## src/rtl/ball_pkg.sv

```systemverilog
// ball_pkg: shared state encoding and default screen geometry for the ball stepper.
package ball_pkg;

    typedef enum logic [1:0] {IDLE, ERASE, MOVE, DRAW} ball_state_t;

    localparam int X_W_DEF    = 8;
    localparam int Y_W_DEF    = 7;
    localparam int X_MAX_DEF  = 159;
    localparam int Y_MAX_DEF  = 119;
    localparam int X_INIT_DEF = 80;
    localparam int Y_INIT_DEF = 60;

endpackage

```

## src/rtl/ball_axis_step.sv

```systemverilog
// ball_axis_step: one-axis position step that reflects off 0 and MAX without wrapping.
module ball_axis_step #(
    parameter int W   = 8,
    parameter int MAX = 159
) (
    input  logic [W-1:0] pos,
    input  logic         neg,
    output logic [W-1:0] next_pos,
    output logic         next_neg
);

    localparam logic [W-1:0] ONE    = W'(1);
    localparam logic [W-1:0] MAX_V  = W'(MAX);
    localparam logic [W-1:0] MAX_M1 = W'(MAX - 1);

    logic at_lo, at_hi;

    assign at_lo    = (pos == '0);
    assign at_hi    = (pos == MAX_V);
    assign next_pos = neg ? (at_lo ? ONE : pos - ONE) : (at_hi ? MAX_M1 : pos + ONE);
    assign next_neg = neg ? !at_lo : at_hi;

endmodule

```

## src/rtl/ball_step_engine.sv

```systemverilog
// ball_step_engine: per-tick erase/move/draw ball stepper with a req/ack plotter handshake.
// Optional BALL_STEP_PAUSE_EN adds a pause input that suppresses ticks while idle.
module ball_step_engine
    import ball_pkg::*;
#(
    parameter int X_W    = X_W_DEF,
    parameter int Y_W    = Y_W_DEF,
    parameter int X_MAX  = X_MAX_DEF,
    parameter int Y_MAX  = Y_MAX_DEF,
    parameter int X_INIT = X_INIT_DEF,
    parameter int Y_INIT = Y_INIT_DEF
) (
    input  logic           clock,
    input  logic           resetn,
    input  logic           tick,
    input  logic           draw_ack,
`ifdef BALL_STEP_PAUSE_EN
    input  logic           pause,
`endif
    output logic           draw_req,
    output logic           erase,
    output logic [X_W-1:0] x,
    output logic [Y_W-1:0] y,
    output logic           dx_neg,
    output logic           dy_neg,
    output logic           busy,
    output logic           overrun
);

    ball_state_t    state_q;
    logic [X_W-1:0] x_q, x_d;
    logic [Y_W-1:0] y_q, y_d;
    logic           dx_neg_q, dx_neg_d, dy_neg_q, dy_neg_d;
    logic           pending_q, overrun_q, draw_req_q, erase_q, busy_q;
    logic           hold;

`ifdef BALL_STEP_PAUSE_EN
    assign hold = pause;
`else
    assign hold = 1'b0;
`endif

    ball_axis_step #(.W(X_W), .MAX(X_MAX)) u_x_step (
        .pos(x_q), .neg(dx_neg_q), .next_pos(x_d), .next_neg(dx_neg_d)
    );

    ball_axis_step #(.W(Y_W), .MAX(Y_MAX)) u_y_step (
        .pos(y_q), .neg(dy_neg_q), .next_pos(y_d), .next_neg(dy_neg_d)
    );

    always_ff @(posedge clock or negedge resetn) begin
        if (!resetn) begin
            state_q    <= IDLE;
            x_q        <= X_W'(X_INIT);
            y_q        <= Y_W'(Y_INIT);
            dx_neg_q   <= 1'b0;
            dy_neg_q   <= 1'b1;
            pending_q  <= 1'b0;
            overrun_q  <= 1'b0;
            draw_req_q <= 1'b0;
            erase_q    <= 1'b0;
            busy_q     <= 1'b0;
        end else begin
            case (state_q)
                IDLE: begin
                    if (hold) begin
                        pending_q <= 1'b0;
                    end else if (tick || pending_q) begin
                        state_q    <= ERASE;
                        pending_q  <= 1'b0;
                        draw_req_q <= 1'b1;
                        erase_q    <= 1'b1;
                        busy_q     <= 1'b1;
                    end
                end
                ERASE: begin
                    if (draw_ack) begin
                        state_q    <= MOVE;
                        draw_req_q <= 1'b0;
                    end
                end
                MOVE: begin
                    state_q    <= DRAW;
                    x_q        <= x_d;
                    y_q        <= y_d;
                    dx_neg_q   <= dx_neg_d;
                    dy_neg_q   <= dy_neg_d;
                    draw_req_q <= 1'b1;
                    erase_q    <= 1'b0;
                end
                DRAW: begin
                    if (draw_ack) begin
                        state_q    <= IDLE;
                        draw_req_q <= 1'b0;
                        busy_q     <= 1'b0;
                    end
                end
            endcase
            // one-deep tick buffer while a step is in flight
            if (state_q != IDLE && tick) begin
                pending_q <= 1'b1;
                if (pending_q) overrun_q <= 1'b1;
            end
        end
    end

    assign draw_req = draw_req_q;
    assign erase    = erase_q;
    assign x        = x_q;
    assign y        = y_q;
    assign dx_neg   = dx_neg_q;
    assign dy_neg   = dy_neg_q;
    assign busy     = busy_q;
    assign overrun  = overrun_q;

endmodule

```

## config.mk

```make
export PLATFORM = sky130hd
export DESIGN_NAME = ball_step_engine
export DESIGN_NICKNAME = d
export VERILOG_FILES = /design/src/rtl/ball_pkg.sv /design/src/rtl/ball_axis_step.sv /design/src/rtl/ball_step_engine.sv
export SDC_FILE = /design/constraint.sdc
export NUM_CORES = 1
export LEC_CHECK = 0
export CAP_MARGIN = 20
export CORE_UTILIZATION = 49
export CTS_CLUSTER_DIAMETER = 100
export DETAILED_ROUTE_END_ITERATION = 7
export PLACE_DENSITY = 0.72
export SYNTH_ARGS = -nofsm -noshare
export SYNTH_HDL_FRONTEND = slang
export SYNTH_SLANG_ARGS = --single-unit
```

## constraint.sdc

```tcl
create_clock -name clock -period 1.9 [get_ports clock]
set_clock_uncertainty 0.15 [all_clocks]
set_input_delay 0.57 -clock clock [delete_from_list [all_inputs] [get_ports clock]]
set_output_delay 0.57 -clock clock [all_outputs]
set_load 0.1 [all_outputs]
```

==> results of run 1 <==
-- worst max-delay path, delay by kind of cell, from the launching register on --
kind                   cells  cell delay [ps]
AO/OA/AOI/OAI              3              570
buffers and inverters      1              160
AND/OR/NAND/NOR            1              520
flip-flops                 1              510
-- metrics by stage --
stage | util [%] | std cells | hold WS, ps | TNS [ps]
finish | 79.85 | 305 | 387.7 | -502.0
detailed placement | 72.82 | 285 | 397.5 | -331.1
global route | 79.85 | 305 | 431.6 | -1106
floorplan | - | 207 | 124.4 | -1151
global placement | 72.82 | 285 | 381.6 | -85.81
CTS | 77.22 | 299 | 406.0 | -323.1
-- worst max-delay path by stage --
stage,depth (start not counted),from,endpoint,slack (ps)
after floorplan,7,y[0],y[3],-190
after global placement,5,tick,state_q[1],-70
after detailed placement,5,tick,state_q[1],-110
after CTS,2,y[3],y[3],-90
after global routing,6,y[0],y[2],-130
final,5,y[3],y[5],-90
-- power groups by stage --
| stage | logic [mW] | registers (mW) | clock network (mW) |
|---|---|---|---|
| after global placement | 2.89 | 1.05 | 0 |
| after detailed placement | 2.96 | 1.07 | 0 |
| final | 3.36 | 1.02 | 0.286 |
| after floorplan | 1.17 | 1.81 | 0 |
| after global routing | 3.54 | 1.05 | 0.314 |
| after CTS | 3.16 | 1.01 | 0.285 |
-- synthesized netlist by cell type, types with 5 or more instances --
cell type / n / area, um2
nand2_1: 19 / 71.32
nand3_1: 6 / 30.03
clkbuf_1: 5 / 18.77
inv_1: 13 / 48.80
dfstp_2: 7 / 183.9
nor2_1: 11 / 41.29
ha_1: 11 / 137.6
o21ai_0: 15 / 75.07
dfrtp_1: 17 / 425.4
nor3_1: 8 / 40.04
a21oi_1: 10 / 50.05
-- kinds of logic after synthesis --
family	Yosys count	share of synthesized area, %
buffers and inverters	24	6.289
and+or+nand+nor	73	22.50
xor gates and xnor gates	2	0.9785
adders and majority gates	11	7.687
AOI/OAI and AO/OA	70	26.77
muxes	3	1.747
DFF	24	34.03
-- state kept, by name, indices dropped and copies added, names as in the netlist --
register,count
y,7
overrun,1
pending_q,1
x,8
erase,1
dx_neg,1
busy,1
draw_req,1
dy_neg,1
state_q,2
-- area by class of cell --
type	instances	area share, %
Tap cell	46	2.110
Clock buffer	4	1.330
Multi-Input combinational cell	159	43.67
Sequential cell	24	23.76
Inverter	13	2.294
Timing Repair Buffer	59	26.83
-- metal layers --
metal | vias to the layer above | track usage (%) | part of all wire [%]
met5 | - | 0 | 0
met4 | 0 | 10.76 | 1.0
met3 | 6 | 4.015 | 7.2
met2 | 97 | 47.28 | 51
met1 | 916 | 33.69 | 41
li1 | 875 | - | -
-- timing repair --
item,CTS,global route
endpoints found under the setup margin,15,21
hold buffers,0,0
resized for setup,10,12
gates cloned,0,0
buffers inserted,10,6
pin swaps,6,1
==> impl_results.rst, run 1 <==
.. list-table::
   :header-rows: 1

   * - Metric
     - Value
   * - Syn_nets
     - 222
   * - Number of antenna cells inserted
     - 0
   * - Sum of internal, switching and leakage power
     - 4.663 mW
   * - Number of remaining DRC errors
     - 0
   * - Die width
     - 62.45 um
   * - Clk slew on worst S/H paths
     - 160 ps
   * - Total Routed Length
     - 5343 um
   * - Fillers
     - 205
   * - Number of rows created at floorplan
     - 21
   * - Detailed Routing Iterations Pass 1
     - 5
   * - Final instance area
     - 2728 um2
   * - Maximum resistive drop on vdd
     - 1.455 mV
   * - Net total in the final layout
     - 275
   * - Final critical path time including I/O delays and setup
     - 1987 ps
   * - Number of buffers on the longest clock path
     - 2
   * - Area taken by multi-input logic gates
     - 1191 um2
   * - Worst path required time
     - 2000 ps
   * - Clk network pwr share
     - 6.1%
   * - Via count
     - 1894
   * - I/O pin count
     - 25
   * - Outcome
     - finished with violations
   * - Synthesized area divided by synthesized cell count
     - 8.650 um2
   * - Register area
     - 648.1 um2
   * - Unique masters post-synth
     - 59
   * - Data arrival time of the critical path
     - 2090 ps
   * - Crit path launch type
     - register
   * - Remaining antenna violation count after routing
     - 0
   * - GP Congestion
     - 0.8876
   * - Antenna violations before repair
     - 0
   * - Count of cells along the worst register-to-register path
     - 5
   * - TritonCTS clock tree
     - yes
   * - Wire length of the first global-routing pass
     - 8542 um
   * - Initial standard-cell utilization of the core
     - 52.42%
   * - Area growth from synthesis to final layout
     - 52.34%
   * - Cell with the largest stage delay on the worst path
     - or4_4
   * - GRT Resource Usage Total
     - 27.19%
   * - Pre-CTS setup slack
     - -105.6 ps
   * - Post-DP Area
     - 2487 um2
   * - Power per cell area
     - 1710 nW/um2
   * - Max H-tree Level
     - 1
   * - HP Class
     - register to register
   * - Most used cells in the layout excluding fill and tap cells
     - buf_4 (30), buf_12 (21), nand2_1 (19)
   * - Share of flip-flops with an asynchronous set or reset after synthesis
     - 100.0%
   * - Unrepaired setup endpoints after global routing
     - yes
   * - DRC violation total after the first TritonRoute iteration
     - 118
   * - Type of element capturing the critical path
     - register
   * - Slew at the pin closest to its max-slew limit
     - 390.1 ps
   * - Worst flop-to-flop path startpoint
     - y[3]
   * - Final Slew Violations
     - 0
   * - Min-Delay Endpoint
     - overrun
   * - Internal
     - 2.244 mW
   * - Mapped Cells
     - 207
   * - Most common library cell in the layout ignoring fill and taps
     - buf_4
   * - Quantity of I/O buffers inserted on ports
     - 24
   * - Cts bufs inserted
     - 3
   * - Sink count of the clock tree
     - 24
   * - Endpoints failing setup
     - 9
   * - Crit Path Class
     - register to register
   * - Average via count per standard cell
     - 6.210
   * - Setup slack after layout
     - -87.27 ps
   * - Setup slack, reg-to-reg
     - -90 ps
   * - Area of the mapped netlist
     - 1790 um2
   * - Share of post-route cells with drive strength above 1
     - 40.93%
   * - Register share of total power
     - 21.9%
   * - Core area
     - 3416 um2
   * - Top flip-flop cell by instance count after synthesis
     - dfrtp_1
   * - Relative contribution of combinational cells to total power
     - 72.0%
   * - Total Die Area
     - 3900 um2
   * - Cell chosen for the clock root
     - clkbuf_4
   * - Period utilisation layout
     - 104.6%
   * - Total gr overflow
     - 0
   * - Worst rel slew slack
     - 73.85%
   * - Switching portion of total power
     - 51.87%
   * - Number of hold-slack violations in the final timing report
     - 0
   * - Pin count of the biggest net entering global routing
     - 25
   * - Worst-Skew Late Latency
     - 330 ps
   * - Routed len/inst
     - 17.52 um
   * - Total half-perimeter wirelength after legalization and detailed placement
     - 3545 um
   * - Violations in the final reports
     - negative setup slack
   * - Die Height
     - 62.45 um
   * - EDFF count, synth
     - 0
   * - Static Leak
     - 1.086 nW
   * - Crit Reg-Reg Endpoint
     - y[5]
   * - Source of the worst hold timing path
     - pending_q
   * - Via count of the first global-routing pass
     - 1864
   * - Maximum fanout encountered on the critical timing path
     - 6
   * - Critical-path cell list
     - buf_4, or4_4, o21ai_1, a21boi_0, a311o_1
   * - Yosys warnings
     - 0
   * - Min-Delay Path Depth
     - 2
   * - Number of maximum-capacitance violations
     - 0
   * - Proportion of synthesized chip area in sequential cells
     - 34.03%
   * - Slowest cell delay on critical path
     - 520 ps
   * - Net switching power figure
     - 2.419 mW
   * - Peak Freq
     - 503.2 MHz
   * - Synth Register Bits
     - 24
Power figures use the tool's default switching activity.
==> inputs of run 2 (changes only) <==
- SLEW_MARGIN: unset -> 10
==> results of run 2 <==
Final layout, timing and power as in run 1 (identical DEF).
==> inputs of run 3 (changes only) <==
- CTS_CLUSTER_SIZE: unset -> 8
==> results of run 3 <==
Final layout, timing and power as in run 1 (identical DEF).
